`config.mk`:
```
export PLATFORM = sky130hd
export DESIGN_NAME = song_sequencer
export DESIGN_NICKNAME = d
export VERILOG_FILES = /design/src/rtl/song_sequencer.sv
export SDC_FILE = /design/constraint.sdc
export NUM_CORES = 1
export LEC_CHECK = 0
export CAP_MARGIN = 30
export CORE_MARGIN = 2
export CORE_UTILIZATION = 50
export DETAILED_ROUTE_END_ITERATION = 10
export PLACE_DENSITY = 0.72
export SLEW_MARGIN = 20
export SYNTH_ARGS = -nofsm -noshare
export SYNTH_HDL_FRONTEND = slang
export SYNTH_SLANG_ARGS = --single-unit
```
`constraint.sdc`:
```
create_clock -name clk -period 2.2 [get_ports clk]
set_clock_uncertainty 0.15 [all_clocks]
set_input_delay 0.44 -clock clk [delete_from_list [all_inputs] [get_ports clk]]
set_output_delay 0.44 -clock clk [all_outputs]
set_load 0.01 [all_outputs]
```
`src/rtl/song_sequencer.sv`:
```
// rtl/song_sequencer.sv - beat-timed song sequencer driving a tone generator from a note/duration ROM
//
// Steps through a song held in an external synchronous ROM. Each entry gives a
// note code and a duration code. The note plays for (dur+1) beats and is
// followed by a short silent gap. A rest code keeps the gate low for the
// note's duration. An end code finishes the song, or restarts it when looping.
//
// Ports:
//   clk        system clock; all state changes on the rising edge
//   reset_n    asynchronous active-low reset
//   play       start request, level-sampled, honoured only while idle
//   stop       abort request, honoured in every non-idle state
//   loop_en    sampled at end of song: 1 = restart at entry 0
//   rom_addr   registered ROM read address
//   rom_note   ROM note data, valid one cycle after rom_addr
//   rom_dur    ROM duration data, valid one cycle after rom_addr
//   note_code  current note code to the tone generator
//   note_gate  1 = tone generator enabled
//   busy       1 in every state except idle
//   done       one-cycle pulse on a natural song end
module song_sequencer #(
  parameter int SONG_LENGTH = 128,
  parameter int NOTE_WIDTH  = 4,
  parameter int DUR_WIDTH   = 3,
  parameter int BEAT_DIV    = 6250000,
  parameter int GAP_CYCLES  = 2,
  parameter int REST_CODE   = 11,
  parameter int END_CODE    = 15
) (
  input  logic                           clk,
  input  logic                           reset_n,
  input  logic                           play,
  input  logic                           stop,
  input  logic                           loop_en,
  output logic [$clog2(SONG_LENGTH)-1:0] rom_addr,
  input  logic [NOTE_WIDTH-1:0]          rom_note,
  input  logic [DUR_WIDTH-1:0]           rom_dur,
  output logic [NOTE_WIDTH-1:0]          note_code,
  output logic                           note_gate,
  output logic                           busy,
  output logic                           done
);

  localparam int AW = $clog2(SONG_LENGTH);
  localparam int CW = $clog2(BEAT_DIV) + 1;
  localparam int GW = $clog2(GAP_CYCLES + 1) + 1;

  localparam logic [AW-1:0]         ADDR_LAST = AW'(SONG_LENGTH - 1);
  localparam logic [CW-1:0]         CYC_LAST  = CW'(BEAT_DIV - 1);
  localparam logic [GW-1:0]         GAP_LAST  = GW'((GAP_CYCLES > 0) ? GAP_CYCLES - 1 : 0);
  localparam logic [NOTE_WIDTH-1:0] REST_NOTE = NOTE_WIDTH'(REST_CODE);
  localparam logic [NOTE_WIDTH-1:0] END_NOTE  = NOTE_WIDTH'(END_CODE);

  typedef enum logic [2:0] {
    S_IDLE,
    S_FETCH,
    S_LOAD,
    S_PLAY,
    S_GAP,
    S_DONE
  } state_t;

  state_t                state, state_nxt;
  logic [CW-1:0]         cyc, cyc_nxt;
  logic [DUR_WIDTH-1:0]  beat, beat_nxt;
  logic [DUR_WIDTH-1:0]  dur, dur_nxt;
  logic [GW-1:0]         gcnt, gcnt_nxt;
  logic [AW-1:0]         addr_nxt;
  logic [NOTE_WIDTH-1:0] code_nxt;
  logic                  gate_nxt;

  // Where a finished note goes next: shared by the gap exit and by the
  // last play cycle when there is no gap.
  state_t                exit_state;
  logic [AW-1:0]         exit_addr;

  always_ff @(posedge clk or negedge reset_n) begin
    if (!reset_n) begin
      state     <= S_IDLE;
      rom_addr  <= '0;
      note_code <= '0;
      note_gate <= 1'b0;
      busy      <= 1'b0;
      done      <= 1'b0;
      cyc       <= '0;
      beat      <= '0;
      dur       <= '0;
      gcnt      <= '0;
    end else begin
      state     <= state_nxt;
      rom_addr  <= addr_nxt;
      note_code <= code_nxt;
      note_gate <= gate_nxt;
      busy      <= (state_nxt != S_IDLE);
      done      <= (state_nxt == S_DONE);
      cyc       <= cyc_nxt;
      beat      <= beat_nxt;
      dur       <= dur_nxt;
      gcnt      <= gcnt_nxt;
    end
  end

  always_comb begin
    exit_state = S_DONE;
    exit_addr  = rom_addr;
    if (rom_addr != ADDR_LAST) begin
      exit_state = S_FETCH;
      exit_addr  = rom_addr + 1'b1;
    end else if (loop_en) begin
      exit_state = S_FETCH;
      exit_addr  = '0;
    end
  end

  always_comb begin
    state_nxt = state;
    addr_nxt  = rom_addr;
    code_nxt  = note_code;
    gate_nxt  = note_gate;
    cyc_nxt   = cyc;
    beat_nxt  = beat;
    dur_nxt   = dur;
    gcnt_nxt  = gcnt;

    case (state)
      S_IDLE: begin
        gate_nxt = 1'b0;
        if (play && !stop) begin
          state_nxt = S_FETCH;
          addr_nxt  = '0;
        end
      end

      S_FETCH: begin
        state_nxt = S_LOAD;
      end

      S_LOAD: begin
        if (rom_note == END_NOTE) begin
          // An end marker at entry 0 would loop forever without playing
          // anything, so it always terminates.
          if (loop_en && (rom_addr != '0)) begin
            state_nxt = S_FETCH;
            addr_nxt  = '0;
          end else begin
            state_nxt = S_DONE;
          end
        end else begin
          state_nxt = S_PLAY;
          code_nxt  = rom_note;
          gate_nxt  = (rom_note != REST_NOTE);
          dur_nxt   = rom_dur;
          cyc_nxt   = '0;
          beat_nxt  = '0;
        end
      end

      S_PLAY: begin
        if (cyc == CYC_LAST) begin
          cyc_nxt = '0;
          if (beat == dur) begin
            gate_nxt = 1'b0;
            beat_nxt = '0;
            if (GAP_CYCLES == 0) begin
              state_nxt = exit_state;
              addr_nxt  = exit_addr;
            end else begin
              state_nxt = S_GAP;
              gcnt_nxt  = '0;
            end
          end else begin
            beat_nxt = beat + 1'b1;
          end
        end else begin
          cyc_nxt = cyc + 1'b1;
        end
      end

      S_GAP: begin
        gate_nxt = 1'b0;
        if (gcnt == GAP_LAST) begin
          gcnt_nxt  = '0;
          state_nxt = exit_state;
          addr_nxt  = exit_addr;
        end else begin
          gcnt_nxt = gcnt + 1'b1;
        end
      end

      S_DONE: begin
        gate_nxt  = 1'b0;
        state_nxt = S_IDLE;
      end

      default: begin
        state_nxt = S_IDLE;
        gate_nxt  = 1'b0;
      end
    endcase

    // Abort overrides whatever the state decided, including a note load
    // in progress; address and note code keep their last values.
    if (stop && (state != S_IDLE)) begin
      state_nxt = S_IDLE;
      addr_nxt  = rom_addr;
      code_nxt  = note_code;
      gate_nxt  = 1'b0;
      cyc_nxt   = '0;
      beat_nxt  = '0;
      gcnt_nxt  = '0;
    end
  end

endmodule
```
# Yosys cells after proc, flatten, opt, wreduce, memory -nomap -nowiden
# Index checks and enable logic that the tools add are counted.
[word_totals] reg_bits=50 in_bits=12
[op_classes] add_sub_neg=4 eq_ne=20 mux=36 n_bitwise=2 n_reduce_logical=18
[ops] op="two-way mux 24 bit" count=3
[ops] op="two-way mux 3 bit" count=17
[ops] op="one-hot mux 24 bit (2 select lines)" count=1
[ops] op="two-way mux 7 bit" count=6
[ops] op="adder 24 x 1 -> 24 bit (second input constant)" count=1
[ops] op="== test 24 x 23 -> 1 bit (second input constant)" count=1
[ops] op="one-hot mux 7 bit (3 select lines)" count=1
[ops] op="one-hot mux 3 bit (5 select lines)" count=1
[ops] op="nonzero test 3 bit" count=5
[ops] op="!= test 3 bit (second input constant)" count=4
[ops] op="one-hot mux 3 bit (2 select lines)" count=2
[ops] op="!= test 2 bit (second input constant)" count=5
[ops] op="AND reduction 3 bit" count=3
[ops] op="adder 7 x 1 -> 7 bit (second input constant)" count=1
[ops] op="!= test 7 bit (second input constant)" count=1
[ops] op="AND reduction 7 bit" count=1
[ops] op="nonzero test 7 bit" count=1
[ops] op="adder 3 x 1 -> 3 bit (second input constant)" count=2
[ops] op="== test 3 x 1 -> 1 bit (second input constant)" count=2
[ops] op="== test 3 x 2 -> 1 bit (second input constant)" count=2
[ops] op="== test 3 bit (second input constant)" count=2
[ops] op="== test 4 bit (second input constant)" count=1
[ops] op="two-way mux 1 bit" count=4
[ops] op="!= test 4 bit (second input constant)" count=1
[ops] op="8 further kinds" count=12

# Longest topological paths before layout
[depth] ltp_word=7 ltp_mapped=9 mapped_depth_nobuf=8

# Least setup slack after synthesis
# OpenSTA, ideal clock, no wires.
[synth_timing] kind="reg-to-reg" from="register rom_addr[0]" to="register rom_addr[5]" arrival_ns=1.863 t_required_ns=1.940 path_slack_ns=0.077 stages_incl_launch_ff=10 n_path_buf=1 synth_period_minus_slack_ns=2.123 cell_sequence="dfrtp_1 inv_1 ha_1 or4b_1 o31a_1 a21oi_1 a211o_1 buf_2 o21ai_0 o41ai_1"
[synth_via] elab_chain_len=4
[synth_lines] item="start, declared" line="35" rtl="output logic [$clog2(SONG_LENGTH)-1:0] rom_addr,"
[synth_lines] item="start signal, assigned" line="91" rtl="rom_addr <= addr_nxt;"
[synth_lines] item="adder 7 x 1 -> 7 bit (tied with other cells)" line="108" rtl="exit_addr = rom_addr + 1'b1;"
[synth_lines] item="two-way mux 7 bit / logical AND 1 bit (equally long branches)" line="106, 142"
[synth_lines] item="two-way mux 7 bit / != test 2 bit (equally long branches)"
[synth_lines] item="one-hot mux 7 bit (3 select lines) / AND reduction 7 bit (equally long branches)"
# Several ways; a longest one is shown, not always the timed one. The select of a mux whose other input is x is not followed.
# A chain may end at the register's enable or synchronous reset.

# Final worst setup path
[layout_timing] from="register rom_addr[0]" to="register rom_addr[0]"
# The elaborated chain is that of the path after synthesis.

==> impl_metrics.json <==
{
  "run_status": "complete, but fails checks",
  "violations": "negative hold slack",
  "drv_cap": 0,
  "worstPathRequired_ns": 2.25,
  "synth_top_area_share_pct": 46.5,
  "ys_seq_area_share_pct": 46.5,
  "ant_nets": 0,
  "wirelength_mm": 6.14,
  "grt_pass1_vias": 2326,
  "vdd_drop_max_mv": 0.501,
  "fmax_mhz": 463,
  "drv_slew": 0,
  "r2r-start": "rom_addr[0]$_DFFE_PN0P_",
  "max_slew.worst_pin.slew_ns": 0.618,
  "area_delta_synth_final_pct": 30.6,
  "antenna_found_initial": 0,
  "synth.area.top_cells": "dfrtp_1 (46%), xor2_1 (4.6%), nor2_1 (4.0%)",
  "wl_per_cell_um": 14.5,
  "totalPowerFinal_mw": 2.68,
  "cp-end-kind": "flip-flop",
  "reg2reg_slack_ns": 0.04,
  "p_leak_nw": 1.58,
  "vias_per_cell": 5.55,
  "min_period_ns": 2.16,
  "cts_tree": "built",
  "clkSinkCount": 50,
  "start_kind": "flip-flop",
  "numCtsBuffers": 5,
  "ff2ff_path_depth": 8,
  "numPortBuffers": 25,
  "yosysMostFrequentCell": "dfrtp_1",
  "diodes": 0,
  "grt_pass1_wl_mm": 10.7,
  "dp_hpwl_mm": 4.43,
  "drive_gt1_share_pct": 23.2,
  "insertion_delay_ns": 0.30,
  "p_per_area_nw_per_um2": 761,
  "slew_headroom_pct": 58.8,
  "die_h_um": 77.4,
  "cp.arrival_ns": 2.21,
  "htree_levels": 2,
  "final_nets": 368,
  "synth-edff-count": 0,
  "rsz0062_at_grt": "yes",
  "setup.worst_path.class": "reg -> reg",
  "overflow": 0,
  "grt_start_max_net_pins": 28,
  "grtUsageTotal_pct": 21.8,
  "tns_ns": 0,
  "syn_inst": 284,
  "core_um2": 5140,
  "finalCritPeriodShare_pct": 98.2,
  "finalInstanceArea_um2": 3520,
  "drc_errors": 0,
  "hold_viol_final": 14,
  "clkTransAtPathRegs_ns": 0.09,
  "die_w_um": 77.4,
  "synth_top_cell_by_area": "dfrtp_1",
  "cp_max_fo": 6,
  "yosysWarnings": 0,
  "avgSynthCellArea_um2": 9.48,
  "crit_end": "rom_addr[0]$_DFFE_PN0P_",
  "yosysUniqueCellTypes": 49,
  "async_flop_share_pct": 100,
  "initialDrtViolationCount": 140,
  "routabilityCongestion": 0.890,
  "io_pins": 26,
  "vias": 2347,
  "hold_buffers": 0,
  "r2r_end": "rom_addr[0]$_DFFE_PN0P_",
  "rows": 26,
  "ys.flop_type": "dfrtp_1",
  "ys_seq_elements": 50,
  "syn-num-nets": 300,
  "die_area_um2": 5990,
  "synth_area_um2": 2690,
  "hold_path.class": "in -> async",
  "whs_ns": -0.00160,
  "synthTopCellsByCount": "dfrtp_1 (50), nor2_1 (29), nand2_1 (24), o21ai_0 (21), nand3_1 (17)",
  "final-setup-viol-count": 0,
  "cts_buffer_depth": 2,
  "placed_cell_area_um2": 3290,
  "postLayoutCoreUtil_pct": 68.4,
  "dr.pass1.iters": 4,
  "clockRootBuffer": "clkbuf_8",
  "start_util_pct": 52.4,
  "startpoint": "rom_addr[0]$_DFFE_PN0P_"
}
==> what timing repair did <==
| item | CTS | global route |
|---|---|---|
| setup endpoints to repair | 8 | 17 |
| cloned | 0 | 1 |
| setup buffers | 0 | 2 |
| gates resized for setup | 3 | 21 |
| pin swaps | 1 | 8 |
==> sequential cells by signal (all words and copies together), names as in the netlist <==
signal / cells
beat: 3
cyc: 24
gcnt: 3
done: 1
rom_addr: 7
note_gate: 1
state: 3
dur: 3
note_code: 4
busy: 1
==> logic make-up (layout without fill, tap and decap cells) <==
logic type	count (synthesis)	count (layout)	share of synthesized area, %
adder cells (fa/ha/maj)	4	4	1.86
multiplexers	8	8	3.30
buffers and inverters	17	85	2.84
flip-flops	50	50	46.5
XOR/XNOR	19	19	6.18
AO/OA/AOI/OAI	54	55	12.8
AND/OR/NAND/NOR	132	132	26.5
==> where the power goes <==
part,leakage [nW],switching [mW],total (mW),internal [mW]
sequential,0.674,0.0862,1.12,1.03
combinational,0.850,0.449,0.915,0.467
clock,0.0524,0.301,0.641,0.341
==> metal layers <==
metal / GRT usage, % / vias up / wire [um] / share of wire (%)
met5: 0 / - / 0 / 0
met4: 6.07 / 0 / 96 / 1.6
met3: 3.84 / 8 / 225 / 3.7
met2: 34.3 / 46 / 2880 / 47
met1: 31.0 / 1138 / 2930 / 48
li1: - / 1155 / - / -
==> through the flow <==
| step | instances | hold WS (ns) | setup slack (ns) |
|---|---|---|---|
| detailed placement | 412 | 0.336 | -0.278 |
| CTS | 420 | 0.00626 | -0.0216 |
| global route | 423 | 0.0240 | -0.0437 |
| finish | 423 | -0.00160 | 0.0404 |
| global placement | 412 | 0.335 | -0.279 |
| floorplan | 284 | -0.00559 | 0.0770 |
==> critical path, stage by stage, from the launching register on <==
cell and delay [ns]:
dfrtp_1 0.39, inv_1 0.06, ha_1 0.15, or4b_4 0.46, o31a_1 0.29, a21oi_2 0.17, a211o_2 0.19, nor3_1 0.06
a21o_1 0.15
==> worst min-delay path by stage <==
| stage | cells past startpoint | end |
|---|---|---|
| 3_5_place_dp | 1 | note_code[3]$_DFFE_PN0P_ |
| 2_1_floorplan | 0 | beat[0]$_DFFE_PN0P_ |
| 6_report | 1 | gcnt[0]$_DFFE_PN0P_ |
| 4_1_cts | 1 | note_code[3]$_DFFE_PN0P_ |
| 3_3_place_gp | 1 | note_code[1]$_DFFE_PN0P_ |
| 5_1_grt | 1 | gcnt[0]$_DFFE_PN0P_ |
==> final cells by class <==
cell class,count,area [um^2]
clock buffers,7,76.3
clock inverters,1,30.0
fillers,435,1620
inverters,9,33.8
multi-input cells,218,1470
flip-flops and latches,50,1250
well taps,70,87.6
repair buffers,68,568
==> cells in the final DEF, fill, tap and decap left out, drive strengths merged, types with 3 or more instances in the layout <==
master          n
mux2            7
a21o            6
a21oi           8
ha              4
xnor2           5
and3            7
nor4            3
o21ai          21
and2            3
nor2           29
dfrtp          50
or3             4
nand2          24
xor2           14
buf            44
nor2b           7
nand2b          5
nand4          12
a211o           3
clkbuf          7
o41ai           3
or2             3
o31ai           5
nand3          17
and4            4
inv             9
clkdlybuf4s50  24
nor3b           3
nor3            7
Power figures use the tool's default switching activity.
